## config.mk

```make
export PLATFORM = sky130hd
export DESIGN_NAME = truth_table_reader
export DESIGN_NICKNAME = d
export VERILOG_FILES = /design/src/rtl/ttr_pkg.sv /design/src/rtl/sync2.sv /design/src/rtl/truth_table_reader.sv
export SDC_FILE = /design/constraint.sdc
export NUM_CORES = 1
export LEC_CHECK = 0
export BUFFER_PORTS_ARGS = -buffer_cell sky130_fd_sc_hd__buf_2
export CAP_MARGIN = 25
export CORE_MARGIN = 1.5
export CORE_UTILIZATION = 51
export CTS_CLUSTER_SIZE = 16
export DETAILED_ROUTE_END_ITERATION = 6
export HOLD_SLACK_MARGIN = 0.02
export PLACE_DENSITY = 0.77
export SLEW_MARGIN = 15
export SYNTH_ARGS = -nofsm -noshare
export SYNTH_HDL_FRONTEND = slang
export SYNTH_SLANG_ARGS = --single-unit
```

## constraint.sdc

```tcl
create_clock -name clk -period 2.08 [get_ports clk]
set_clock_uncertainty 0.1 [all_clocks]
set_input_delay 0.104 -clock clk [delete_from_list [all_inputs] [get_ports clk]]
set_output_delay 0.104 -clock clk [all_outputs]
set_load 0.02 [all_outputs]
```

## src/rtl/ttr_pkg.sv

```systemverilog
// Shared types and constants for the truth-table reader.
package ttr_pkg;

  localparam int NUM_VECTORS = 16;
  localparam int IDX_W       = 4;

  localparam logic [IDX_W-1:0] LAST_IDX = IDX_W'(NUM_VECTORS - 1);

  typedef enum logic [1:0] {
    ST_IDLE   = 2'd0,
    ST_SETTLE = 2'd1,
    ST_SAMPLE = 2'd2,
    ST_DONE   = 2'd3
  } state_t;

endpackage

```

## src/rtl/sync2.sv

```systemverilog
// Two-flop synchronizer for a single asynchronous input bit.
module sync2 (
  input  logic clk,
  input  logic rst_n,
  input  logic i_d,
  output logic o_q
);

  logic r_meta;
  logic r_sync;

  // Double-register the async input; both flops clear on reset.
  always_ff @(posedge clk or negedge rst_n) begin
    if (!rst_n) begin
      r_meta <= 1'b0;
      r_sync <= 1'b0;
    end else begin
      r_meta <= i_d;
      r_sync <= r_meta;
    end
  end

  assign o_q = r_sync;

endmodule

```

## src/rtl/truth_table_reader.sv

```systemverilog
// Sweeps all 16 input vectors of a 4-input circuit, samples its output
// after a settle delay and captures the resulting hex truth-table code.
//
// state      | meaning
// -----------+-----------------------------------------------------------
// ST_IDLE    | drivers at 0, waiting for start
// ST_SETTLE  | vector idx applied, settle down-counter running
// ST_SAMPLE  | store synchronized output into accumulator bit idx
// ST_DONE    | publish table/match, pulse done on the way back to IDLE
module truth_table_reader
  import ttr_pkg::*;
#(
  parameter int SETTLE_CYCLES = 4
) (
  input  logic        clk,
  input  logic        rst_n,
  input  logic        start,
  input  logic        abort,
  input  logic [15:0] expected,
  input  logic        dut_out,
  output logic        drv_in1,
  output logic        drv_in2,
  output logic        drv_in3,
  output logic        drv_in4,
  output logic        busy,
  output logic        done,
  output logic [15:0] table_out,
  output logic        match
);

  // Counter is loaded with SETTLE_CYCLES-1 so SETTLE lasts exactly
  // SETTLE_CYCLES cycles before terminal count moves to SAMPLE.
  localparam logic [7:0] CNT_LOAD = 8'(SETTLE_CYCLES - 1);

  state_t                 r_state;
  logic [IDX_W-1:0]       r_idx;
  logic [IDX_W-1:0]       r_drv;
  logic [7:0]             r_cnt;
  logic [NUM_VECTORS-1:0] r_acc;
  logic [NUM_VECTORS-1:0] r_table;
  logic                   r_match;
  logic                   r_busy;
  logic                   r_done;
  logic                   w_sync;

  sync2 u_sync2 (
    .clk   (clk),
    .rst_n (rst_n),
    .i_d   (dut_out),
    .o_q   (w_sync)
  );

  // Sweep sequencer with registered outputs; abort overrides every
  // non-idle state and also blocks a simultaneous start in IDLE.
  always_ff @(posedge clk or negedge rst_n) begin
    if (!rst_n) begin
      r_state <= ST_IDLE;
      r_idx   <= '0;
      r_drv   <= '0;
      r_cnt   <= '0;
      r_acc   <= '0;
      r_table <= '0;
      r_match <= 1'b0;
      r_busy  <= 1'b0;
      r_done  <= 1'b0;
    end else begin
      r_done <= 1'b0;
      if (abort && (r_state != ST_IDLE)) begin
        r_state <= ST_IDLE;
        r_idx   <= '0;
        r_drv   <= '0;
        r_busy  <= 1'b0;
      end else begin
        case (r_state)
          ST_IDLE: begin
            r_drv <= '0;
            if (start && !abort) begin
              r_state <= ST_SETTLE;
              r_idx   <= '0;
              r_cnt   <= CNT_LOAD;
              r_acc   <= '0;
              r_busy  <= 1'b1;
            end
          end
          ST_SETTLE: begin
            if (r_cnt == 8'd0) begin
              r_state <= ST_SAMPLE;
            end else begin
              r_cnt <= r_cnt - 8'd1;
            end
          end
          ST_SAMPLE: begin
            r_acc[r_idx] <= w_sync;
            if (r_idx == LAST_IDX) begin
              r_state <= ST_DONE;
            end else begin
              r_idx   <= r_idx + 1'b1;
              r_drv   <= r_idx + 1'b1;
              r_cnt   <= CNT_LOAD;
              r_state <= ST_SETTLE;
            end
          end
          ST_DONE: begin
            r_done  <= 1'b1;
            r_table <= r_acc;
            r_match <= (r_acc == expected);
            r_busy  <= 1'b0;
            r_idx   <= '0;
            r_drv   <= '0;
            r_state <= ST_IDLE;
          end
          default: begin
            r_state <= ST_IDLE;
            r_busy  <= 1'b0;
            r_drv   <= '0;
          end
        endcase
      end
    end
  end

  assign drv_in1   = r_drv[3];
  assign drv_in2   = r_drv[2];
  assign drv_in3   = r_drv[1];
  assign drv_in4   = r_drv[0];
  assign busy      = r_busy;
  assign done      = r_done;
  assign table_out = r_table;
  assign match     = r_match;

endmodule

```

## Word level (Yosys, flattened, before mapping)

Index checks and enable logic that the tools add are counted.

- Flip-flop bits (word level): 55
- Word-level logic and storage cells: 72

- Add/sub/neg operators: 2
- Order comparisons: 2
- Equal/unequal tests: 11
- Muxes and demuxes: 25
- Bitwise gates (word level): 1
- Reductions and logical operators: 20

Operator list:

| cell | count |
|---|---|
| 16-bit case mux with 2 select lines | 1 |
| 8-bit 2-to-1 mux | 3 |
| 8-bit case mux with 3 select lines | 1 |
| 16-bit bitwise mux | 1 |
| 16-bit equality test | 1 |
| 16-bit 2-to-1 mux | 1 |
| 4-bit 2-to-1 mux | 4 |
| 4-bit case mux with 3 select lines | 1 |
| 3-bit != test, second input constant | 3 |
| 3-bit nonzero test | 3 |
| 8-bit logical NOT | 1 |
| 2-bit 2-to-1 mux | 4 |
| 2-bit case mux with 4 select lines | 1 |
| 4-bit case mux with 2 select lines | 1 |
| 2-bit AND reduction | 4 |
| 8-bit by 1-bit subtractor with 8-bit output, second input constant | 1 |
| 2-bit != test, second input constant | 3 |
| 3-bit AND reduction | 2 |
| 4-bit by 5-bit less-than comparator with 1-bit output, second input constant | 1 |
| 1-bit 2-to-1 mux | 5 |
| 5-bit AND reduction | 1 |
| 4-bit by 1-bit adder with 4-bit output, second input constant | 1 |
| 1-bit demux with 4-bit select | 1 |
| 2-bit equality test, second input constant | 2 |
| 11 further kinds | 14 |

## Logic depth before layout (Yosys ltp)

- Depth in word-level cells: 6
- Depth in mapped cells: 8

## Cells and area by module

From an unflattened synthesis, not the netlist that was laid out.

- Cells, all modules: 290
- Area total of the unflattened synthesis: 2966.6 um^2

By module, submodules not included:

| module | times used | cells an instance | area an instance (um^2) |
|---|---|---|---|
| truth_table_reader | 1 | 288 | 2916.5 |
| sync2 | 1 | 2 | 50.0 |

## Least setup slack after synthesis

OpenSTA, ideal clock, no wires.

- Kind: reg2reg
- Start: reg r_idx[0]
- End: reg r_cnt[5]
- Library setup time: 0.066 ns
- Arrival: 1.945 ns
- Slack: -0.031 ns
- Stages on the path, launching flop included: 8
- Period minus slack after synthesis: 2.111 ns
- Path through: dfrtp_1 ha_1 and3_1 buf_6 a2111oi_4 and3_1 buf_4 a32o_2

- Longest elaborated chain between the ends: 3

RTL lines:

| item | RTL line | text |
|---|---|---|
| from (decl) | truth_table_reader.sv:36 | `logic [IDX_W-1:0] r_idx;` |
| from (signal assigned) | truth_table_reader.sv:97 | `r_idx <= r_idx + 1'b1;` |
| 4-bit equality test | truth_table_reader.sv:94 | `if (r_idx == LAST_IDX) begin` |
| 2-bit != test (no source line) | - |  |
| 5-bit AND reduction (no source line) | - |  |
| to (signal assigned) | truth_table_reader.sv:89 | `r_cnt <= r_cnt - 8'd1;` |
| to (decl) | truth_table_reader.sv:38 | `logic [7:0] r_cnt;` |

No other way between the ends.
A chain may end at the register's enable or synchronous reset.

## Worst setup path after layout

- Start: reg r_idx[0]
- End: reg r_cnt[6]

The elaborated chain is that of the path after synthesis.

==> results <==
- The average wire length per cell after detail routing is 15.10 um.
- The overall die area is 6284 um2.
- Internal power comes to roughly 0.0021 W.
- The net load switching power is 0.001244 W.
- The synthesized design spends more area on one cell type than any other, namely sky130_fd_sc_hd__dfrtp_1.
- Combinational logic is responsible for 42.3% of the overall power.
- The H-tree was split into 2 levels.
- The buffer levels on the longest clock path is 2.
- The cell at the slowest stage of the critical path is sky130_fd_sc_hd__a2111oi_4.
- The total power density per cell area is about 940 nW/um2.
- The critical path data required time is 2.18 ns.
- The placed instance count is approximately 410.
- The number of antenna diodes in the final layout is 0.
- The critical hold path startpoint is abort.
- The run finished with clean final reports.
- The area inside the core boundary is 5574 um2.
- The critical path arrival is between 2 and 2.5 ns.
- Cells with a size suffix above 1 make up between 20% and 30% of the layout.
- The fraction of the core area covered by cells at the end of the flow is 63.12%.
- In this run, the number of DRC markers left after iteration 0 of detailed routing was 157.
- TritonCTS built the clock tree.
- The area occupied by registers is 1376 um2.
- The number of slew-limit violations in the final report came to 0.
- Once detail routing completed, the nets flagged for antenna violations numbered 0.
- The final critical-path share of the clock period is 94.65%.
- Clock-pin slew was measured on the worst setup and hold paths at 0.10 ns.
- Clock latency on the worst-skew pair, taken at its later pin, is 0.30 ns.
- The number of distinct library cells after synthesis is 49.
- The fraction of met3 tracks used by global routing is ~4.4%.
- The switching share of power is 37.70%.
- 44 I/O pins were placed.
- The critical path crosses 6 cells after its start point.
- CTS saw 55 sinks.
- Yosys printed 0 warnings.
- The pre-antenna-repair detailed-routing pass consisted of 4 iterations.
- The met1 demand-to-capacity share in global routing is 29.29%.
- The worst register-to-register path begins at r_idx[0].
- The worst setup slack for register-to-register paths is 0.11 ns.
- The number of endpoints with negative hold slack in the final report is 0.
- The path class of the tightest hold or removal check is in2reg.
- STA classifies the critical path startpoint as a flip-flop.
- The floorplan has 27 rows.
- The worst slew margin relative to its limit is 62.76%.
- The net count reported at finish is 383.
- The signal on the critical path passes through ha_1, and3_1, a2111oi_4, buf_4, nand3_1, a22o_1.
- Clock tree synthesis selected as its root buffer the cell sky130_fd_sc_hd__clkbuf_8.
- A synthesized cell averages 10.23 um2.
- Input and output buffers added on the ports amount to between 40 and 50.
- In the post-synthesis netlist, the biggest area contributors are sky130_fd_sc_hd__dfrtp_1 46%, sky130_fd_sc_hd__o21ai_0 6.6%, sky130_fd_sc_hd__mux2_2 6.1%.
- The placed wire-length estimate after detailed placement is 4.763 mm.
- Counting the buffers created by CTS gives 5.
- The first global-routing pass estimated 10.96 mm of wire.
- Of the synthesized area, sequential elements account for about 46%.
- In this run the horizontal extent of the chip is about 80 um.
- The area taken by multi-input logic gates is 1471 um2.
- Across the run, the number of max-cap violations was 0.
- For this configuration, the core starts out at a cell density of around 53%.
- Using the TritonRoute via totals, the vias-per-cell ratio works out to around 5.6.
- The worst setup path category is reg2reg.
- The time the worst path needs with I/O delays and setup is 1.969 ns.
- After detailed routing, the number of remaining DRC violations is 0.
- Setup repair after global routing left no endpoint under its margin.
- The total track usage is 22.26%.
- The share of total power in the clock network is 18.9%.
- The logic depth of the worst register-to-register path is 6.
- IR analysis of the VDD net gives a maximum drop of 0.0005705 V.
- The number of cells on the worst hold path is 2.
- In this design, the largest share of critical-path delay is due to compound AO/OA/AOI/OAI gates.
- The pin slew with the least headroom to its limit is 0.5585 ns.
- Setup total negative slack on the finished layout was measured at 0 ns.
- The capture point of the worst reg-to-reg path is r_cnt[6].
- The delay of the slowest cell on the worst path is 0.43 ns.
- The number of nets handed over by synthesis was between 300 and 400.
- The synthesized instance count is 290.
- The pin count of the biggest net entering global routing is 32.
- The flip-flop and latch count after synthesis is 55.
- Counting both buffers and inverters, the worst setup path holds a total of 1.
- The via count of the first global-routing pass is roughly 2,300.
- The largest driver fanout on the critical path is 6.
- The most used routing layer is met2.
- The total vias in the final route is around 2,400.
- The post-route non-filler standard cell count is ~420.
- The layout overhead on the synthesized area is 18.60%.
- Wires add up to 6.389 mm.
- After synthesis, the largest area contributor takes up 46.39% of total cell area.
- In this run the static leakage power is 1.767 nW.
- The global placement routability congestion is 0.8981.
- Sequential cells burn 38.8% of the power.
- The met2 track demand over resource in global routing is 37.69%.
- Measured along the y axis, the die boundary spans ~79 um.
- The highest achievable clock rate is 0.5079 GHz.
- The endpoint of the worst hold-timing path is busy.
- The synthesized netlist occupies a cell area of 2967 um2.
- Setup violations remaining at the end of the flow were counted as 0.
- The filler cells instantiated in the layout total 459.
- For this run the aggregate overflow at the end of global routing stands at 0.
- The number of antenna violations at the first check in global routing is 0.
- STA classifies the critical path endpoint as a flip-flop.
==> sequential cells by signal, summed over array words and instances, names as in the netlist <==
name            count
match               1
done                1
u_sync2.r_meta      1
u_sync2.o_q         1
table_out          16
r_state             2
r_cnt               8
busy                1
r_idx               4
r_drv               4
r_acc              16
==> cells in the mapped netlist, drive strengths merged <==
cell / number
ha: 12
a21oi: 6
nand3b: 1
nor4: 5
a21boi: 16
o2bb2ai: 2
a31oi: 3
mux2: 16
nand2: 19
xor2: 16
o31ai: 2
nand3: 9
o21ai: 40
nand4b: 2
or2: 3
mux2i: 4
clkbuf: 11
o32ai: 1
a21o: 1
o2111ai: 1
nand4: 7
nand2b: 3
nor2: 8
a22o: 1
and2b: 1
a2111oi: 1
and3: 4
a22oi: 2
buf: 3
o211ai: 2
xnor2: 1
inv: 15
nor4b: 1
a31o: 2
a32o: 2
a211o: 1
nor3: 4
or4: 1
a311o: 1
nor2b: 4
dfrtp: 55
and2: 1
==> layer usage <==
layer / vias up / routed length [um]
met5: - / 0
met4: 0 / 29
met3: 2 / 215
met2: 55 / 3151
met1: 1136 / 2993
li1: 1163 / -
==> stage by stage <==
step           setup slack (ns)  hold WS, ns  power (W)  cell area [um2]
2_1_floorplan           0.02080      -0.2916   0.002190             2969
3_3_place_gp             0.1590      0.02176   0.002624             3398
3_5_place_dp            0.09960      0.02109   0.002683             3398
4_1_cts                 0.07351      0.05901   0.003308             3517
5_1_grt                 0.01404      0.06656   0.003538             3518
6_report                 0.1113      0.07997   0.003298             3518
==> worst max path at each step <==
stage               startpoint  endpoint
floorplan             r_idx[0]  r_cnt[5]
global placement      r_idx[0]  r_cnt[6]
detailed placement    r_idx[0]  r_cnt[5]
CTS                   r_idx[0]  r_cnt[5]
global route        r_state[1]  r_cnt[2]
finish                r_idx[0]  r_cnt[6]
==> logic make-up (layout without fill, tap and decap cells) <==
family	Yosys count	in the layout	share of synthesized area, %
flops	55	55	46.39
fa+ha+maj	12	12	5.061
xor+xnor	17	17	5.019
mux	20	20	7.423
buf+inv	29	90	4.133
compound gates	84	84	18.60
simple gates	73	73	13.37
==> layout by cell type (no fill, tap or decap), drive strengths merged, types with 6 or more instances in the layout <==
cell	instances
buf	65
dfrtp	55
o21ai	40
nand2	19
xor2	16
a21boi	16
mux2	16
inv	15
ha	12
nand3	9
nor2	8
nand4	7
a21oi	6
clkbuf	6
==> power groups by stage <==
stage | sequential, W | combinational, W | clock (W)
after global placement | 0.00129 | 0.00133 | 0
after global routing | 0.00129 | 0.00156 | 0.000687
after CTS | 0.00128 | 0.00139 | 0.000639
after detailed placement | 0.00130 | 0.00138 | 0
final | 0.00128 | 0.00140 | 0.000624
after floorplan | 0.00135 | 0.000841 | 0
==> area by class of cell <==
cell class	count	share of cell area, %
clock buffer	6	2.347
clock inverter	2	0.4623
inverter	15	1.600
multi-input combinational	206	41.82
sequential	55	39.12
tap	72	2.560
timing repair buffer	67	12.09
==> timing repair <==
item,4_1_cts,5_1_grt
endpoints found under the hold margin,25,0
gates resized for setup,0,2
setup endpoints to repair,0,6
hold buffers,2,0
setup buffers,0,0
(Power assumes the default switching activity.)
